**src/rtl/blackjack_pkg.sv**
```systemverilog
// Shared types for the blackjack dealing path: card encoding, arbiter states,
// hand identifiers and the arbitration rule between the two hands.
package blackjack_pkg;

    // [6:5] suit, [4] unused, [3:0] value 1..11
    typedef logic [6:0] card_t;

    typedef enum logic [1:0] {
        IDLE    = 2'd0,
        ISSUE   = 2'd1,
        WAIT    = 2'd2,
        DELIVER = 2'd3
    } arb_state_e;

    typedef enum logic {
        PLAYER = 1'b0,
        DEALER = 1'b1
    } who_e;

    // When both hands are waiting, the one not served last goes next.
    function automatic who_e pick_grantee(
        input logic pend_player,
        input logic pend_dealer,
        input who_e last_grant
    );
        who_e pick;
        if (pend_player && pend_dealer) begin
            if (last_grant == PLAYER) pick = DEALER;
            else                      pick = PLAYER;
        end else if (pend_player) begin
            pick = PLAYER;
        end else begin
            pick = DEALER;
        end
        return pick;
    endfunction

endpackage

```
**src/rtl/deal_arbiter.sv**
```systemverilog
// Arbitrates single-card requests from the player and dealer hands onto one
// card_draw port, with a draw timeout that keeps the request for a retry.
//
//   state   | meaning
//   --------+-----------------------------------------------------------
//   IDLE    | no draw in flight; waits for deck loaded and a pending hand
//   ISSUE   | draw_req high for this single cycle, wait counter cleared
//   WAIT    | waiting for card_ready; aborts after TIMEOUT_CYCLES cycles
//   DELIVER | grantee's valid high with card_out stable, flag released
module deal_arbiter
    import blackjack_pkg::*;
#(
    parameter int TIMEOUT_CYCLES = 64
) (
    input  logic  clk,
    input  logic  rst,
    input  logic  load_done,
    input  logic  req_player,
    input  logic  req_dealer,
    input  logic  clear,
    output logic  draw_req,
    input  logic  card_ready,
    input  card_t card_data_in,
    output card_t card_out,
    output logic  player_card_valid,
    output logic  dealer_card_valid,
    output logic  busy,
    output logic  timeout_err
);

    localparam int CW = (TIMEOUT_CYCLES > 1) ? $clog2(TIMEOUT_CYCLES) : 1;
    localparam logic [CW-1:0] WAIT_LAST = CW'(TIMEOUT_CYCLES - 1);

    arb_state_e    state;
    who_e          grantee;
    who_e          last_grant;
    logic          pend_player;
    logic          pend_dealer;
    logic          load_done_q;
    logic [CW-1:0] wait_cnt;

    assign busy = (state != IDLE) || pend_player || pend_dealer;

    always_ff @(posedge clk or negedge rst) begin
        if (!rst) begin
            state             <= IDLE;
            grantee           <= DEALER;
            last_grant        <= DEALER;
            pend_player       <= 1'b0;
            pend_dealer       <= 1'b0;
            load_done_q       <= 1'b0;
            wait_cnt          <= '0;
            card_out          <= '0;
            draw_req          <= 1'b0;
            player_card_valid <= 1'b0;
            dealer_card_valid <= 1'b0;
            timeout_err       <= 1'b0;
        end else begin
            // Staged so a rising deck-ready issues with the same two-cycle
            // latency as a fresh request pulse.
            load_done_q <= load_done;

            if (clear) begin
                state             <= IDLE;
                last_grant        <= DEALER;
                pend_player       <= 1'b0;
                pend_dealer       <= 1'b0;
                wait_cnt          <= '0;
                draw_req          <= 1'b0;
                player_card_valid <= 1'b0;
                dealer_card_valid <= 1'b0;
                timeout_err       <= 1'b0;
            end else begin
                draw_req          <= 1'b0;
                player_card_valid <= 1'b0;
                dealer_card_valid <= 1'b0;

                if (req_player) pend_player <= 1'b1;
                if (req_dealer) pend_dealer <= 1'b1;

                case (state)
                    IDLE: begin
                        if (load_done_q && (pend_player || pend_dealer)) begin
                            grantee  <= pick_grantee(pend_player, pend_dealer, last_grant);
                            draw_req <= 1'b1;
                            state    <= ISSUE;
                        end
                    end

                    ISSUE: begin
                        wait_cnt <= '0;
                        state    <= WAIT;
                    end

                    WAIT: begin
                        // A card arriving on the last allowed cycle still wins.
                        if (card_ready) begin
                            card_out <= card_data_in;
                            if (grantee == PLAYER) player_card_valid <= 1'b1;
                            else                   dealer_card_valid <= 1'b1;
                            state <= DELIVER;
                        end else if (wait_cnt == WAIT_LAST) begin
                            timeout_err <= 1'b1;
                            state       <= IDLE;
                        end else begin
                            wait_cnt <= wait_cnt + CW'(1);
                        end
                    end

                    DELIVER: begin
                        // A fresh request landing now keeps the flag set.
                        last_grant <= grantee;
                        if (grantee == PLAYER && !req_player) pend_player <= 1'b0;
                        if (grantee == DEALER && !req_dealer) pend_dealer <= 1'b0;
                        state <= IDLE;
                    end

                    default: state <= IDLE;
                endcase
            end
        end
    end

endmodule

```
**config.mk**
```make
export PLATFORM = sky130hd
export DESIGN_NAME = deal_arbiter
export DESIGN_NICKNAME = d
export VERILOG_FILES = /design/src/rtl/blackjack_pkg.sv /design/src/rtl/deal_arbiter.sv
export SDC_FILE = /design/constraint.sdc
export NUM_CORES = 1
export LEC_CHECK = 0
export CORE_ASPECT_RATIO = 0.75
export CORE_UTILIZATION = 44
export CTS_CLUSTER_DIAMETER = 80
export DETAILED_ROUTE_END_ITERATION = 7
export MAX_ROUTING_LAYER = met4
export PLACE_DENSITY = 0.74
export SETUP_SLACK_MARGIN = 0.5
export SLEW_MARGIN = 5
export SYNTH_ARGS = -nofsm -noshare
export SYNTH_HDL_FRONTEND = slang
export SYNTH_SLANG_ARGS = --single-unit
```
**constraint.sdc**
```tcl
create_clock -name clk -period 1.8 [get_ports clk]
set_clock_uncertainty 0.2 [all_clocks]
set_input_delay 0.45 -clock clk [delete_from_list [all_inputs] [get_ports clk]]
set_output_delay 0.45 -clock clk [all_outputs]
set_load 0.03 [all_outputs]
```
==> impl_results.md <==
* First-pass GRT wire length at 3.79 mm
* Largest area contributor in the netlist: dfrtp_1
* Tot Pwr at roughly 1.5 mW
* Hold slack final at roughly 0.27 ns
* CTS buffer count at 3
* Share of layout cells above drive strength 1 at 51.0%
* Final WL at 2.61 mm
* Sw Share at between 30 and 40%
* RR Startpoint: state[0]
* Failing checks: setup timing
* Port Buf Inserts at 25
* Worst path required time at 1.15 ns
* Sequential share of power at 43.7%
* DRT Pass-1 Iters at 4
* Synth warnings at 0
* Switching power at between 0.4 and 0.5 mW
* Crit Path Max Fanout at 2
* Unique masters post-synth at 34
* Clock share of power at 18.2%
* Via count at about 940
* Number of flops mapped to enable cells by yosys at 0
* Core area at approximately 2400 µm²
* Rel. slew slack at 77.9%
* Vias in the first global route at a little under 900
* Fillers at 146
* Final nets at roughly 170
* Worst-case clock buffer depth at 2
* TritonCTS clock tree: built
* Maxcap violations at 0
* Slew @ Worst Pin at roughly 0.33 ns
* Slew Limit Fails at 0
* GP Congestion at about 0.87
* Largest regs: card_out x7, wait_cnt x6, state x2
* RSZ-0062 raised after global routing: true
* DRC errors left at 0
* Worst min-delay path class: input pin to async pin
* Final Critical Period at between 2 and 2.5 ns
* Synth top area cells: dfrtp_1, mux2_4, dfstp_2
* Peak supply drop at ~0.77 mV
* Multi-input logic area at 569 µm²
* R2r worst-path depth at 6
* Setup TNS at -0.289 ns
* Comb power frac at a little under two fifths
* Overflow after GRT at 0
* Fraction of the cycle the final worst path needs at 114%
* H-tree Lvls at 1
* F_max at just under 0.5 GHz
* Top FF cell, synth: dfrtp_1
* Ports at 26
* Max reg flops at 7
* TritonCTS Sinks at 24
* Largest net degree at the start of global routing at 25
* PwrDens at 853 nW/µm²
* Worst R2R Setup Slack at -0.03 ns
* Drt via density at 5.16
* # setup viols final at 2
* Height of the die at approximately 46 µm
* Part of the Yosys area used for sequential elements at a little over half
* Static Leak at 0.837 nW
* Slack of the critical path at -0.257 ns
* Async set-reset flop share out of synthesis at 100%
* Mean area per synthesized cell at ~13 µm²
* Syn_nets at roughly 110
* Yosys reg bits at 24
* Hold_buf cts at 0
* Post-synth top area share at approximately half
* Mapped Area at 1140 µm²
* Cells after Synth at between 90 and 100
* WS Path Type: register to primary output
* Startpoint Class: register
* FP Rows at 15
* GRT Total Usage at 19.6%
* Detailed Route Iter0 Violations at 16
* Detail Route Antenna Nets at 0
* Biggest register: card_out
* Initial Utilization at between 40% and 50%
* Clk pin slew, worst setup/hold paths at approximately 0.13 ns
* Initial antenna violation count at 0
* Worst Path Arrival at 1.41 ns
* Sequential Area at a little over 600 µm²
* Setup crit start: state[0]
* Pint at 1.07 mW
* Worst setup EP type: primary output
* Final-report hold violation count at 0
* Status: complete, but fails checks
* Clk_lat worst skew at ~0.32 ns
* Die ar. at approximately 2800 µm²
* Diodes inserted at 0
* R2r endpoint: wait_cnt[5]
* Avg WL per Cell at ~14 µm
* Dpl hpwl at approximately 1.7 mm
* Layout area overhead at 58.6%
* Die Wd at 60.8 µm
* Clock root cell: clkbuf_4
[how the worst max path moves through the flow]
| stage | to | slack, ns | cells past startpoint |
|---|---|---|---|
| floorplan | card_out[0] | -0.03 | 5 |
| CTS | busy | -0.26 | 2 |
| global placement | busy | -0.33 | 2 |
| global route | busy | -0.29 | 2 |
| detailed placement | busy | -0.34 | 2 |
| finish | busy | -0.26 | 2 |
[cell families (layout without fill, tap and decap cells)]
kind of cell | count (synthesis) | in the layout | share of synthesized area [%]
AND/OR/NAND/NOR | 30 | 30 | 16.4
multiplexers | 9 | 9 | 11.0
adder cells (fa/ha/maj) | 1 | 1 | 1.10
AO/OA/AOI/OAI | 20 | 20 | 14.5
flip-flops | 24 | 24 | 52.8
buffers and inverters | 7 | 65 | 4.27
[synthesized netlist by cell type, drive strengths merged, types with 2 or more instances]
cell     n
nand3    5
o31ai    2
dfstp    2
nand2    5
buf      4
nor2     8
o21ai    2
a21o     3
inv      3
mux2i    2
nor2b    2
o211ai   2
mux2     7
dfrtp   22
nor3b    3
a21oi    5
[stage by stage]
stage / util, % / area [µm²] / setup slack, ns / cells
CTS: 70.7 / 1690 / -0.262 / 174
finish: 76.0 / 1810 / -0.257 / 183
floorplan: - / 1160 / -0.0313 / 91
global route: 76.0 / 1810 / -0.292 / 183
global placement: 64.5 / 1540 / -0.327 / 162
detailed placement: 64.5 / 1540 / -0.339 / 162
[timing repair]
| action | CTS | global route |
|---|---|---|
| buffers inserted | 8 | 9 |
| endpoints found under the setup margin | 32 | 32 |
| pin swaps | 13 | 7 |
| gates resized for setup | 95 | 14 |
[worst max-delay path, cell delays in order, from the launching register on]
cell     delay [ns]
dfrtp_1        0.42
or4_4          0.52
buf_6          0.15
[power groups by stage]
stage / Clock, mW / Combinational (mW) / Sequential (mW)
after detailed placement: 0 / 0.474 / 0.669
after CTS: 0.290 / 0.552 / 0.668
after global routing: 0.314 / 0.619 / 0.684
after global placement: 0 / 0.468 / 0.662
final: 0.281 / 0.589 / 0.676
after floorplan: 0 / 0.151 / 0.786
[placed cells by master (no fill, tap or decap), drive strengths merged, types with 2 or more instances in the layout]
cell type      netlist  layout
buf                  4      45
dfrtp               22      22
clkdlybuf4s50        0      11
nor2                 8       8
mux2                 7       7
a21oi                5       5
nand3                5       5
nand2                5       5
clkbuf               0       4
inv                  3       3
a21o                 3       3
nor3b                3       3
o31ai                2       2
mux2i                2       2
dfstp                2       2
dlygate4sd2          0       2
o21ai                2       2
nor2b                2       2
o211ai               2       2
[final cells by class]
type | count | area share [%]
clock buffers | 4 | 2.00
inverters | 3 | 0.622
multi-input cells | 60 | 31.4
flip-flops and latches | 24 | 33.3
well taps | 34 | 2.35
repair buffers | 58 | 30.3
[metal layers]
metal,global-route usage [%],part of all wire (%),up-vias,wire length [µm]
li1,-,-,447,-
met1,23.0,44,466,1160
met2,33.2,49,27,1290
met3,6.18,5.0,4,129
met4,4.55,1.3,0,35
met5,-,0,-,0
Power figures use the tool's default switching activity.
